$ cat src/rtl/serial_cascade_comparator_if.sv
// Request/result bus of the serial cascade comparator.
// Handshake: start is a request and is taken on the rising edge where busy=0; busy=1 means not ready and start is dropped.
interface serial_cascade_comparator_if #(parameter int WIDTH = 16);
  logic             start;
  logic [WIDTH-1:0] a;
  logic [WIDTH-1:0] b;
  logic             busy;
  logic             done;
  logic             eq;
  logic             gt;
  logic             lt;
  logic             err;

  modport master (
    output start, a, b,
    input  busy, done, eq, gt, lt, err
  );

  modport slave (
    input  start, a, b,
    output busy, done, eq, gt, lt, err
  );
endinterface

$ cat src/rtl/serial_cascade_comparator.sv
// Streams two WIDTH-bit operands LSB nibble first through an external 4-bit cascade
// comparator stage, feeding its registered outputs back as the next cascade inputs.
module serial_cascade_comparator #(
  parameter int WIDTH = 16
) (
  input  logic                       clk,
  input  logic                       rst_n,
  serial_cascade_comparator_if.slave bus,
  output logic [3:0]                 nib_a,
  output logic [3:0]                 nib_b,
  output logic                       cas_eq,
  output logic                       cas_gt,
  output logic                       cas_lt,
  input  logic                       cmp_eq,
  input  logic                       cmp_gt,
  input  logic                       cmp_lt,
  output logic                       dbgState
);
  localparam int NIB = WIDTH / 4;
  localparam int CW  = $clog2(NIB + 1);
  localparam logic [CW-1:0] LAST = CW'(NIB - 1);

  localparam logic [0:0] IDLE = 1'b0;
  localparam logic [0:0] RUN  = 1'b1;

  logic [0:0]       state;
  logic [WIDTH-1:0] sa;
  logic [WIDTH-1:0] sb;
  logic [CW-1:0]    cnt;
  logic             accEq;
  logic             accGt;
  logic             accLt;
  logic             doneReg;
  logic             eqReg;
  logic             gtReg;
  logic             ltReg;
  logic             errReg;
  logic             running;
  logic             tripleOk;

  assign running  = (state == RUN);
  assign tripleOk = $onehot({cmp_eq, cmp_gt, cmp_lt});

  // Idle drive is a neutral "equal so far" seed so the stage output is well defined.
  assign nib_a  = running ? sa[3:0] : 4'h0;
  assign nib_b  = running ? sb[3:0] : 4'h0;
  assign cas_eq = running ? accEq : 1'b1;
  assign cas_gt = running ? accGt : 1'b0;
  assign cas_lt = running ? accLt : 1'b0;

  assign bus.busy = running;
  assign bus.done = doneReg;
  assign bus.eq   = eqReg;
  assign bus.gt   = gtReg;
  assign bus.lt   = ltReg;
  assign bus.err  = errReg;
  assign dbgState = state[0];

  always_ff @(posedge clk or negedge rst_n) begin
    if (!rst_n) begin
      state   <= IDLE;
      sa      <= '0;
      sb      <= '0;
      cnt     <= '0;
      accEq   <= 1'b1;
      accGt   <= 1'b0;
      accLt   <= 1'b0;
      doneReg <= 1'b0;
      eqReg   <= 1'b0;
      gtReg   <= 1'b0;
      ltReg   <= 1'b0;
      errReg  <= 1'b0;
    end else begin
      doneReg <= 1'b0;
      case (state)
        IDLE: begin
          if (bus.start) begin
            sa     <= bus.a;
            sb     <= bus.b;
            cnt    <= '0;
            accEq  <= 1'b1;
            accGt  <= 1'b0;
            accLt  <= 1'b0;
            errReg <= 1'b0;
            state  <= RUN;
          end
        end
        RUN: begin
          accEq <= cmp_eq;
          accGt <= cmp_gt;
          accLt <= cmp_lt;
          sa    <= sa >> 4;
          sb    <= sb >> 4;
          cnt   <= cnt + CW'(1);
          if (!tripleOk) errReg <= 1'b1;
          // The stage output for the top nibble already folds in every lower nibble.
          if (cnt == LAST) begin
            eqReg   <= cmp_eq;
            gtReg   <= cmp_gt;
            ltReg   <= cmp_lt;
            doneReg <= 1'b1;
            state   <= IDLE;
          end
        end
        default: state <= IDLE;
      endcase
    end
  end
endmodule

$ cat src/flat_wrapper.sv
// flat-port wrapper written by rule: the top's interface ports become plain ports
module serial_cascade_comparator_flat 
#(
  parameter int WIDTH = 16
)
  (clk, rst_n, nib_a, nib_b, cas_eq, cas_gt, cas_lt, cmp_eq, cmp_gt, cmp_lt, dbgState, bus_start, bus_a, bus_b, bus_busy, bus_done, bus_eq, bus_gt, bus_lt, bus_err);
  serial_cascade_comparator_if #(.WIDTH(WIDTH)) bus_i ();
  input  logic clk;
  input  logic rst_n;
  output logic [3:0] nib_a;
  output logic [3:0] nib_b;
  output logic cas_eq;
  output logic cas_gt;
  output logic cas_lt;
  input  logic cmp_eq;
  input  logic cmp_gt;
  input  logic cmp_lt;
  output logic dbgState;
  input wire logic [$bits(bus_i.start)-1:0] bus_start;
  input wire logic [$bits(bus_i.a)-1:0] bus_a;
  input wire logic [$bits(bus_i.b)-1:0] bus_b;
  output wire logic [$bits(bus_i.busy)-1:0] bus_busy;
  output wire logic [$bits(bus_i.done)-1:0] bus_done;
  output wire logic [$bits(bus_i.eq)-1:0] bus_eq;
  output wire logic [$bits(bus_i.gt)-1:0] bus_gt;
  output wire logic [$bits(bus_i.lt)-1:0] bus_lt;
  output wire logic [$bits(bus_i.err)-1:0] bus_err;
  assign bus_i.start = bus_start;
  assign bus_i.a = bus_a;
  assign bus_i.b = bus_b;
  assign bus_busy = bus_i.busy;
  assign bus_done = bus_i.done;
  assign bus_eq = bus_i.eq;
  assign bus_gt = bus_i.gt;
  assign bus_lt = bus_i.lt;
  assign bus_err = bus_i.err;
  serial_cascade_comparator #(.WIDTH(WIDTH)) u_core (.clk(clk), .rst_n(rst_n), .bus(bus_i), .nib_a(nib_a), .nib_b(nib_b), .cas_eq(cas_eq), .cas_gt(cas_gt), .cas_lt(cas_lt), .cmp_eq(cmp_eq), .cmp_gt(cmp_gt), .cmp_lt(cmp_lt), .dbgState(dbgState));
endmodule
$ cat config.mk
export PLATFORM = sky130hd
export DESIGN_NAME = serial_cascade_comparator_flat
export DESIGN_NICKNAME = d
export VERILOG_FILES = /design/src/rtl/serial_cascade_comparator_if.sv /design/src/rtl/serial_cascade_comparator.sv /design/src/flat_wrapper.sv
export SDC_FILE = /design/constraint.sdc
export NUM_CORES = 1
export LEC_CHECK = 0
export CORE_MARGIN = 10
export CORE_UTILIZATION = 40
export DETAILED_ROUTE_END_ITERATION = 12
export GPL_ROUTABILITY_DRIVEN = 1
export PLACE_DENSITY = 0.71
export SYNTH_ARGS = -nofsm -noshare
export SYNTH_HDL_FRONTEND = slang
export SYNTH_SLANG_ARGS = --single-unit
export TNS_END_PERCENT = 20
$ cat constraint.sdc
create_clock -name clk -period 1.3 [get_ports clk]
set_clock_uncertainty 0.1 [all_clocks]
set_input_delay 0.26 -clock clk [delete_from_list [all_inputs] [get_ports clk]]
set_output_delay 0.26 -clock clk [all_outputs]
set_load 0.005 [all_outputs]
After elaboration in Yosys (flattened, before gate mapping) --
Cells that the tools add are included.
Word-level totals: output and inout port bits 18, memory bits (writable) 0, logic and storage cells 45, ROM bits 0, flip-flop bits (word level) 44, input bits 38, latch bits 0, memories kept 0
Cells by class: add/subtract/negate cells 3, multiply operators 0, reduce and logical (&&, ||, !) cells 2, order comparisons 0, eq/ne operators 4, bitwise logic cells 1, shift-type cells 0, mux-type cells 23, divide/modulo/power cells 0
Operator list (count):
- $pmux 16 s2 | 2
- $mux 16 | 2
- $mux 1 | 10
- $pmux 1 s2 | 5
- $mux 4 | 2
- $pmux 3 s2 | 1
- $ne 2x2->1 const B | 2
- $reduce_and 2->1 | 2
- $add 3x1->3 const B | 1
- $eq 3x2->1 const B | 1
- $mux 3 | 1
- $add 1x1->2 | 1
- $add 2x1->2 | 1
- $eq 2x1->1 const B | 1
- $not 1->1 | 1

Depth between registers and ports, before layout --
depth in word-level cells 5, depth in mapped cells 4, depth with buffers taken out 4

Least setup slack after synthesis --
Ideal clock, no wire load.
path type register -> register, start register u_core.cnt[0], end register u_core.eqReg (netlist: u_core.bus.eq), cell stages (with the launch flop) 5, period minus slack after synthesis 1.415 ns, slack -0.115 ns, required time 1.075 ns, arrival 1.190 ns, buffers on the path 0, setup time 0.125 ns, path through dfrtp_1 ha_1 ha_1 nand2_1 mux2_2
Between the ends: cells in the longest elaborated chain, start to end 2
RTL lines:
- start, declared | RTL line serial_cascade_comparator.sv:29 | logic [CW-1:0] cnt;
- start signal, assigned | RTL line serial_cascade_comparator.sv:94 | cnt <= cnt + CW'(1);
- $eq 3x2->1 | RTL line serial_cascade_comparator.sv:97 | if (cnt == LAST) begin
- $reduce_and 2->1 (no line)
- end signal, assigned | RTL line serial_cascade_comparator.sv:98 | eqReg <= cmp_eq;
- end, declared | RTL line serial_cascade_comparator.sv:34 | logic eqReg;
No other way between the ends. A chain may end at the register's enable or synchronous reset.

Worst setup path in the final report --
start register u_core.state (netlist: u_core.bus.busy), end output cas_lt
Between the ends: cells in the longest elaborated chain, start to end 1
RTL lines:
- start, declared | RTL line serial_cascade_comparator.sv:26 | logic [0:0] state;
- start signal, assigned | RTL line serial_cascade_comparator.sv:61 | state <= IDLE;
- start signal, assigned | RTL line serial_cascade_comparator.sv:85 | state <= RUN;
- start signal, assigned | RTL line serial_cascade_comparator.sv:102 | state <= IDLE;
- $mux 1 | RTL line serial_cascade_comparator.sv:49 | assign cas_lt = running ? accLt : 1'b0;
- end, declared | RTL line flat_wrapper.sv:14 | output logic cas_lt;
No other way between the ends.

==> reports/metrics.yaml <==
finish:
  antenna_cells: 0
  final_area_sq_mm: 0.00297
  finalCoreUtilization_pct: 61.7
  final_common_cell: "dfrtp_1"
  stdcell_count: 323
  area_growth_pct: 46.5
  drive_above_1_share_pct: 28.9
  nets: 296
  final_cell_mix: "42 x dfrtp_1, 32 x mux2i_1, 32 x clkdlybuf4s50_1"
synth:
  synth_cells: 181
  yosysUniqueCellTypes: 22
  yosysWarnings: 0
  synth-seq-cells: 44
  synthAdderAreaFrac_pct: 2.22
  synth_area_sq_mm: 0.00203
  synthesis.nets: 222
  seq_area_frac_synth_pct: 54.3
  synth_top_family_by_area: "multiplexers"
  syn-mean-instance-area_sq_um: 11.2
  synth_xor_area_share_pct: 0
  synth.area.mux_share_pct: 18.0
  synth_compound_area_share_pct: 8.64
  synthSimpleGateAreaFrac_pct: 10.4
power_and_ir_drop:
  pwr-share-comb_pct: 46.9
  intPower_mw: 3.82
  pwr-share-clk_pct: 15.2
  netSwitchingFraction_pct: 31.5
  power_density_mw_per_mm2: 1880
  power.switching_mw: 1.75
  ir_worst_vdd_mv: 0.913
  power_mw: 5.57
  seq_power_share_pct: 38.0
  power.leakage_nw: 1.43
setup_path:
  cpMaxStageDelayCell: "dfrtp_2"
  start_kind: "flip-flop"
  critPathKind: "flip-flop to primary output"
  required_ns: 0.94
  critPathMostFrequentCell: "buf_6"
  rrSetupSlack_ns: -0.17
  slowest_delay_ns: 0.47
  cp_max_fo: 5
  cp.arrival_ns: 1.16
  path_cells: "buf_6 -> and2_4 -> buf_6"
  critPathCaptureType: "primary output"
clock_network:
  clk_pin_slew_ns: 0.08
  tritoncts: "done"
  cts.path.max_buffers: 2
  clock_sinks: 44
  htree_levels: 2
  cts-root-buf: "clkbuf_8"
  clk_latency_ns: 0.30
  cts_inserted_buffers: 5
timing:
  rsz0062_at_grt: "yes"
  drv_slew: 0
  slew-limit-headroom_pct: 84.3
  final.setup.worst_slack_ns: -0.220
  final_hold_viol_count: 0
  fin_crit_sh_pct: 117
  period_minus_slack_ns: 1.52
  setup_viol: 22
  tightest_slew_ns: 0.235
  fin_hold_ws_ns: 0.261
  fmax_mhz: 658
grt:
  antenna_found_initial: 0
  grt_max_degree: 45
  overflow: 0
  grtUsageTotal_pct: 11.5
  grt_first_pass_wirelength_um: 7710
  grt_pass1_vias: 1541
die:
  num_rows: 25
  ios: 56
  die_h_um: 91.2
  core_area_sq_mm: 0.00482
  dieArea_sq_mm: 0.00832
  die_x_um: 91.2
  initial_core_util_pct: 42.1
drt:
  viasPerCell: 4.57
  drtIter0Drc: 26
  drtAntennaViolNets: 0
  dr.pass1.iters: 3
  drc: 0
  num_vias: 1475
  wl_um: 4670
  wl_per_cell_um: 14.4
outcome:
  status: "complete, but fails checks"
  violations: "setup timing"
place:
  place_congestion: 0.755
  hpwl_um: 3310
  portBuffers: 55
  place_area_sq_mm: 0.00274
  dp_cells: 308
flow_run:
  cap_violations: 0
min_path:
  hold_path_class: "input pin to flip-flop"
routing by layer:
metal	up-vias	global-route usage, %	part of all wire, %
li1	752	-	-
met1	685	13.8	47
met2	32	18.0	47
met3	6	4.44	5.2
met4	0	4.44	1.3
met5	-	0	0
kinds of logic (layout without fill, tap and decap cells):
kind of cell	after synthesis	after routing
AOI/OAI and AO/OA	31	31
adders and majority gates	3	3
buffers and inverters	20	95
DFF	44	44
muxes	36	36
and+or+nand+nor	47	47
per-stage QoR:
| step | TNS, ns | worst slack, ns |
|---|---|---|
| 2_1_floorplan | -0.0205 | -0.00539 |
| 3_3_place_gp | -3.20 | -0.516 |
| 3_5_place_dp | -3.26 | -0.535 |
| 4_1_cts | -3.33 | -0.226 |
| 5_1_grt | -4.23 | -0.266 |
| 6_report | -3.24 | -0.220 |
cell usage after synthesis:
cell / n / area (sq um)
dfrtp_1: 43 / 1080
mux2i_1: 32 / 320
nand2_1: 25 / 93.8
o21ai_0: 24 / 120
and2_1: 10 / 62.6
nor2_1: 9 / 33.8
inv_1: 7 / 26.3
buf_2: 5 / 25.0
a22o_1: 4 / 35.0
mux2_2: 4 / 45.0
buf_8: 3 / 45.0
a21oi_1: 2 / 10.0
buf_4: 2 / 15.0
clkbuf_1: 2 / 7.51
ha_1: 2 / 25.0
and2b_2: 1 / 8.76
buf_6: 1 / 11.3
dfstp_2: 1 / 26.3
fa_1: 1 / 20.0
nand2b_1: 1 / 6.26
nor3_1: 1 / 5.00
o32a_1: 1 / 10.0
repair_timing:
action,in CTS,in global routing
hold endpoints to repair,43,0
pin swaps,3,0
buffers inserted,6,0
endpoints found under the setup margin,27,43
cloned,1,0
hold buffers,1,0
gates resized for setup,86,28
cell type report:
type | count | area [sq um]
Timing Repair Buffer | 80 | 800
Sequential cell | 44 | 1100
Clock buffer | 5 | 68.8
Clock inverter | 3 | 18.8
Inverter | 7 | 26.3
Tap cell | 67 | 83.8
Multi-Input combinational cell | 117 | 870
Fill cell | 412 | 1850
sequential cells by signal, indices dropped and copies added (netlist names):
name             count
u_core.bus.busy      1
u_core.bus.err       1
u_core.accLt         1
u_core.accGt         1
u_core.bus.eq        1
u_core.bus.gt        1
u_core.accEq         1
u_core.bus.lt        1
u_core.sb           16
u_core.bus.done      1
u_core.sa           16
u_core.cnt           3
power groups by stage:
stage	Clock (mW)	Sequential, mW	Combinational [mW]
after global routing	0.927	2.19	2.87
after detailed placement	0	2.10	2.21
after CTS	0.873	2.10	2.41
after global placement	0	2.08	2.17
final	0.844	2.12	2.61
after floorplan	0	2.08	1.17
path summary, 6_finish.rpt:
path / from / cells after the start / endpoint
setup / recovery: u_core.bus.busy / 3 / cas_lt
hold / removal: cmp_eq / 3 / u_core.accEq
setup reg to reg: u_core.bus.busy / 5 / u_core.bus.eq
hold reg to reg: u_core.sb[5] / 2 / u_core.sb[1]
max in group asynchronous: rst_n / 3 / u_core.accEq
min in group asynchronous: rst_n / 3 / u_core.sa[14]
worst max-delay path, delay by kind of cell (launching register included):
kind | cells | cell delay, ns
AND/OR/NAND/NOR | 1 | 0.13
flip-flops | 1 | 0.47
buffers and inverters | 2 | 0.26
Power figures use the tool's default switching activity.
